--- config.mk ---
export PLATFORM = sky130hd
export DESIGN_NAME = uart_frame_parser
export DESIGN_NICKNAME = d
export VERILOG_FILES = /design/src/rtl/uart_frame_pkg.sv /design/src/rtl/uart_frame_bank.sv /design/src/rtl/uart_frame_parser.sv
export SDC_FILE = /design/constraint.sdc
export NUM_CORES = 1
export LEC_CHECK = 0
export ABC_CLOCK_PERIOD_IN_PS = 3900
export BUFFER_PORTS_ARGS = -buffer_cell sky130_fd_sc_hd__buf_2
export CAP_MARGIN = 20
export CORE_AREA = 2 2 180 146
export DETAILED_ROUTE_END_ITERATION = 7
export DIE_AREA = 0 0 182 148
export PLACE_DENSITY = 0.82
export SETUP_SLACK_MARGIN = 0.4
export SYNTH_ARGS = -nofsm -noshare
export SYNTH_HDL_FRONTEND = slang
export SYNTH_SLANG_ARGS = --single-unit
--- constraint.sdc ---
create_clock -name clk -period 3.9 [get_ports clk]
set_clock_uncertainty 0.1 [all_clocks]
set_input_delay 0 -clock clk [delete_from_list [all_inputs] [get_ports clk]]
set_output_delay 0 -clock clk [all_outputs]
set_load 0.02 [all_outputs]
--- src/rtl/uart_frame_pkg.sv ---
// Shared types, defaults and helpers for the UART frame parser.
// Imported by the parser top and its payload bank.
package uart_frame_pkg;

    typedef enum logic [1:0] {
        HUNT    = 2'd0,
        LEN     = 2'd1,
        PAYLOAD = 2'd2,
        CSUM    = 2'd3
    } frame_state_t;

    localparam logic [7:0] SYNC_BYTE_DEFAULT = 8'hA5;

    // Counters stick at all-ones so a long soak never shows a misleading wrap.
    function automatic logic [15:0] sat_inc16(input logic [15:0] value);
        if (value == 16'hFFFF) begin
            return value;
        end else begin
            return value + 16'd1;
        end
    endfunction

endpackage

--- src/rtl/uart_frame_bank.sv ---
// Dual-bank MAX_LEN x 8 payload store: one write port and one registered read port.
// Bank contents are deliberately left unreset; only the read register resets.
module uart_frame_bank
    import uart_frame_pkg::*;
#(
    parameter int MAX_LEN = 16,
    parameter int AW      = 4
) (
    input  logic          clk,
    input  logic          rst_n,
    input  logic          i_wr_bank,
    input  logic [AW-1:0] i_wr_addr,
    input  logic [7:0]    i_wr_data,
    input  logic          i_we,
    input  logic          i_rd_bank,
    input  logic [AW-1:0] i_rd_addr,
    output logic [7:0]    o_rd_data
);

    logic [7:0] r_mem [0:1][0:MAX_LEN-1];

    // Payload write into the selected bank.
    always_ff @(posedge clk) begin
        if (i_we) begin
            r_mem[i_wr_bank][i_wr_addr] <= i_wr_data;
        end
    end

    // Registered read from the selected bank.
    always_ff @(posedge clk or negedge rst_n) begin
        if (!rst_n) begin
            o_rd_data <= 8'd0;
        end else begin
            o_rd_data <= r_mem[i_rd_bank][i_rd_addr];
        end
    end

endmodule

--- src/rtl/uart_frame_parser.sv ---
// Hunts for SYNC, assembles length-prefixed checksummed frames into a ping-pong
// buffer, publishes good frames atomically and counts good/dropped frames.
module uart_frame_parser
    import uart_frame_pkg::*;
#(
    parameter int          MAX_LEN        = 16,
    parameter logic [7:0]  SYNC_BYTE      = SYNC_BYTE_DEFAULT,
    parameter int          TIMEOUT_CYCLES = 50_000,
    localparam int         AW             = (MAX_LEN > 1) ? $clog2(MAX_LEN) : 1
) (
    input  logic          clk,
    input  logic          rst_n,
    input  logic [7:0]    i_rx_data,
    input  logic          i_rx_valid,
    input  logic [AW-1:0] i_rd_addr,
    output logic [7:0]    o_rd_data,
    output logic          o_frame_valid,
    output logic [7:0]    o_frame_len,
    output logic [15:0]   o_frame_count,
    output logic [15:0]   o_err_count,
    output logic          o_busy
);

    localparam int GW = $clog2(TIMEOUT_CYCLES + 1);

    frame_state_t r_state;
    frame_state_t w_state_next;
    logic [7:0]   r_sum;
    logic [7:0]   r_len;
    logic [7:0]   r_idx;
    logic [GW-1:0] r_gap;
    logic         r_pub_bank;
    logic [7:0]   w_sum_add;
    logic         w_timeout;
    logic         w_publish;
    logic         w_error;
    logic         w_we;

    assign w_sum_add = r_sum + i_rx_data;
    // A byte arriving on the expiry cycle wins over the timeout.
    assign w_timeout = (r_state != HUNT) && !i_rx_valid
                       && (r_gap == GW'(TIMEOUT_CYCLES - 1));

    // Parser state register.
    always_ff @(posedge clk or negedge rst_n) begin
        if (!rst_n) begin
            r_state <= HUNT;
        end else begin
            r_state <= w_state_next;
        end
    end

    // Next-state and per-byte control decode.
    always_comb begin
        w_state_next = r_state;
        w_publish    = 1'b0;
        w_error      = 1'b0;
        w_we         = 1'b0;
        if (w_timeout) begin
            w_error      = 1'b1;
            w_state_next = HUNT;
        end else if (i_rx_valid) begin
            case (r_state)
                HUNT: begin
                    if (i_rx_data == SYNC_BYTE) begin
                        w_state_next = LEN;
                    end else begin
                        w_state_next = HUNT;
                    end
                end
                LEN: begin
                    if (i_rx_data > 8'(MAX_LEN)) begin
                        w_error      = 1'b1;
                        w_state_next = HUNT;
                    end else if (i_rx_data == 8'd0) begin
                        w_state_next = CSUM;
                    end else begin
                        w_state_next = PAYLOAD;
                    end
                end
                PAYLOAD: begin
                    w_we = 1'b1;
                    if (r_idx == r_len - 8'd1) begin
                        w_state_next = CSUM;
                    end else begin
                        w_state_next = PAYLOAD;
                    end
                end
                CSUM: begin
                    if (w_sum_add == 8'd0) begin
                        w_publish = 1'b1;
                    end else begin
                        w_error = 1'b1;
                    end
                    w_state_next = HUNT;
                end
                default: begin
                    w_state_next = HUNT;
                end
            endcase
        end else begin
            w_state_next = r_state;
        end
    end

    // Datapath: checksum, index, gap counter, publish and counters.
    always_ff @(posedge clk or negedge rst_n) begin
        if (!rst_n) begin
            r_sum         <= 8'd0;
            r_len         <= 8'd0;
            r_idx         <= 8'd0;
            r_gap         <= '0;
            r_pub_bank    <= 1'b0;
            o_frame_valid <= 1'b0;
            o_frame_len   <= 8'd0;
            o_frame_count <= 16'd0;
            o_err_count   <= 16'd0;
            o_busy        <= 1'b0;
        end else begin
            o_frame_valid <= w_publish;
            o_busy        <= (w_state_next != HUNT);
            if ((w_state_next == HUNT) || i_rx_valid) begin
                r_gap <= '0;
            end else begin
                r_gap <= r_gap + GW'(1);
            end
            if (i_rx_valid) begin
                case (r_state)
                    HUNT: begin
                        if (i_rx_data == SYNC_BYTE) begin
                            r_sum <= 8'd0;
                        end
                    end
                    LEN: begin
                        r_sum <= i_rx_data;
                        r_len <= i_rx_data;
                        r_idx <= 8'd0;
                    end
                    PAYLOAD: begin
                        r_sum <= w_sum_add;
                        r_idx <= r_idx + 8'd1;
                    end
                    default: begin
                        r_sum <= w_sum_add;
                    end
                endcase
            end
            if (w_publish) begin
                r_pub_bank    <= ~r_pub_bank;
                o_frame_len   <= r_len;
                o_frame_count <= sat_inc16(o_frame_count);
            end
            if (w_error) begin
                o_err_count <= sat_inc16(o_err_count);
            end
        end
    end

    uart_frame_bank #(
        .MAX_LEN (MAX_LEN),
        .AW      (AW)
    ) u_bank (
        .clk       (clk),
        .rst_n     (rst_n),
        .i_wr_bank (~r_pub_bank),
        .i_wr_addr (r_idx[AW-1:0]),
        .i_wr_data (i_rx_data),
        .i_we      (w_we),
        .i_rd_bank (r_pub_bank),
        .i_rd_addr (i_rd_addr),
        .o_rd_data (o_rd_data)
    );

endmodule

==> impl_results.md <==
* Outcome: finished, final reports clean
* DR pass1 iterations at 6
* Skew-Pair Late Insertion Delay at 0.51 ns
* Worst endpoint data arrival time at 3.51 ns
* First-pass GRT wire length at 50100 µm
* CP required at 4.19 ns
* Clk buf depth at 3
* Predominant post-synthesis flop cell: edfxtp_1
* Final Power at 8.07 mW
* Post-DRT Antenna Nets at 0
* Wirelength per Cell at 24.3 µm
* FP Rows at 52
* Tmin final at 3.22 ns
* Die H at 148 µm
* Fin Hold WS at 0.0210 ns
* Tot GR Track Use at 24.9%
* CTS Buf Count at 34
* Max Transition Viols Final at 0
* GR Overflow Total at 0
* Root Buffer: clkbuf_16
* Worst IR Drop VDD at 0.437 mV
* Worst setup SP type: flip-flop
* Critical-path maximum fanout at 13
* Post-Syn Nets at 933
* Via/cell ratio at 6.30
* Fin util at 66.3%
* Most common cell in the netlist: edfxtp_1
* Dpl hpwl at 20000 µm
* Peak Freq at 311 MHz
* GPL Wtd Cong at 0.875
* Commonest cells in the netlist: 256 x edfxtp_1, 93 x dfrtp_1, 80 x mux4_2
* Post-CTS Setup Repair Bufs at 0
* Initial antenna violation count at 2
* Sequential share of the synthesized area at 67.3%
* Initial Util at 59.3%
* Nets at 1020
* CP Class: reg2reg
* Share of cells above drive strength 1 at 25.4%
* Post-cts hold buffer count at 9
* Cells after Synth at 898
* Hold WC Path Type: in2reg
* Syn Area/Cell at 16.6 µm²
* Area contributors post-synth: edfxtp_1 52%, dfrtp_1 16%, mux4_2 12%, xor2_1 1.9%, nor2_1 1.7%
* Port-buffer cells at 64
* Diode count at 0
* Cell Area, Synth at 0.0149 mm²
* CTS tree: yes
* Dominant cell type by area after synthesis: edfxtp_1
* Setup total negative slack at 0 ns
* Residual DRC at 0
* RSZ-0062 raised after global routing: false
* Slew @ Worst Pin at 0.866 ns
* Yosys warns at 0
* Area Growth Syn to Fin at 11.9%
* DR iter-0 viols at 858
* Ports at 65
* Post-cts gate resize count at 0
* Vias in the first global route at 8458
* Core ar. at 0.0251 mm²
* Finish-stage setup viols at 0
* WL final at 32400 µm
* FFs w/ async S/R, synth at 26.6%
* H-tree depth at 2
* P per Cell Area at 484 mW/mm²
* Post-synthesis register bit count at 349
* Max-slew headroom at 42.3%
* Fin. Hold Viols at 0
* Clock sinks at 349
* Static Leakage at 6.03 nW
* Die Width at 182 µm
* Vias at 8401
* EDFF count, synth at 256
* Final period utilization at 82.5%
* CTS clk-pin slew, worst paths at 0.07 ns
* Synth unique cells at 69
* Crit path capture type: flip-flop
* DIE AREA at 0.0269 mm²
* Fill cells at 1671
* Maxcap violations at 0
* Synth top area share at 51.6%
* Largest net degree at the start of global routing at 71
==> worst max-delay path, cell delays in order, from the launching register on <==
cell     delay [ns]
dfrtp_1        0.38
ha_1           0.23
fa_1           0.42
xor2_1         0.19
or3_1          0.34
a221o_1        0.32
nor3_4         0.33
and3_4         0.35
or3b_4         0.17
mux2_4         0.29
==> kinds of logic (layout without fill, tap and decap cells) <==
family | after synthesis | in the layout | share of synthesized area, %
XOR/XNOR | 58 | 58 | 3.41
buffers and inverters | 52 | 164 | 1.57
adder cells (fa/ha/maj) | 20 | 20 | 1.73
AND/OR/NAND/NOR | 242 | 242 | 8.60
multiplexers | 103 | 103 | 13.9
AO/OA/AOI/OAI | 74 | 74 | 3.46
flip-flops | 349 | 349 | 67.3
==> worst paths after layout <==
kind                                       from                            end  slack [ns]  cells past startpoint
hold reg to reg              r_gap[0]$_DFF_PN0_             r_gap[0]$_DFF_PN0_        0.35                      1
max in group asynchronous                 rst_n         r_pub_bank$_DFFE_PN0P_        2.69                      3
setup reg to reg           r_sum[0]$_DFFE_PN0P_     o_err_count[1]$_DFFE_PN0P_        0.68                      9
hold / removal                     i_rx_data[5]  u_bank.r_mem[0][61]$_DFFE_PP_        0.02                      2
min in group asynchronous                 rst_n            r_gap[15]$_DFF_PN0_        0.05                      2
setup / recovery           r_sum[0]$_DFFE_PN0P_     o_err_count[1]$_DFFE_PN0P_        0.68                      9
==> placed cells by master (no fill, tap or decap), types with 5 or more instances in the layout <==
master,count
nor2_1,66
nand2_1,44
dfrtp_1,92
inv_1,14
nor2b_1,5
nor3_1,13
clkbuf_1,16
edfxtp_1,256
nand4_1,11
ha_1,19
xnor2_1,25
clkbuf_16,34
nand3_1,32
dlygate4sd3_1,9
nor3b_1,5
and3_1,15
a21oi_1,10
mux2_2,19
buf_4,15
buf_2,63
o21ai_0,21
a22oi_1,5
xor2_1,33
nor4_1,8
mux4_2,80
nor2_2,9
==> report_power, final <==
| group | switching (mW) | internal (mW) | leakage (nW) | total (mW) |
|---|---|---|---|---|
| sequential | 0.0867 | 4.08 | 3.55 | 4.16 |
| clock | 1.36 | 1.66 | 0.481 | 3.02 |
| combinational | 0.516 | 0.366 | 2.00 | 0.882 |
| total | 1.96 | 6.10 | 6.03 | 8.07 |
==> area by class of cell <==
type / count / area (µm²) / area share [%]
clock buffer: 51 / 925 / 5.55
clock inverter: 10 / 77.6 / 0.466
inverter: 15 / 56.3 / 0.338
multi-input combinational: 497 / 4640 / 27.8
sequential: 349 / 10000 / 60.1
tap: 324 / 405 / 2.43
timing repair buffer: 88 / 538 / 3.23
==> metrics by stage <==
stage	setup WS, ns	std cells	cell area (µm²)
after global placement	0.743	1264	15600
final	0.681	1334	16700
after floorplan	0.970	898	14900
after global routing	0.520	1334	16700
after detailed placement	0.709	1264	15600
after CTS	0.667	1334	16700
==> flip-flops by register name, summed over array words and instances (netlist names) <==
name and cells:
r_sum 8, r_state 2, o_frame_len 8, o_err_count 16
o_frame_count 16, u_bank.r_mem 256, u_bank.o_rd_data 8, r_idx 8
o_busy 1, r_len 8, r_gap 16, o_frame_valid 1
r_pub_bank 1
==> per-layer routing <==
layer / part of all wire [%] / vias up / global-route usage [%] / routed length [µm]
met2: 46 / 400 / 38.1 / 14800
li1: - / 3667 / - / -
met1: 43 / 4255 / 36.2 / 13900
met5: 0.068 / - / 0 / 22
met3: 8.9 / 75 / 6.33 / 2880
met4: 2.5 / 4 / 7.14 / 807
Power figures use the tool's default switching activity.
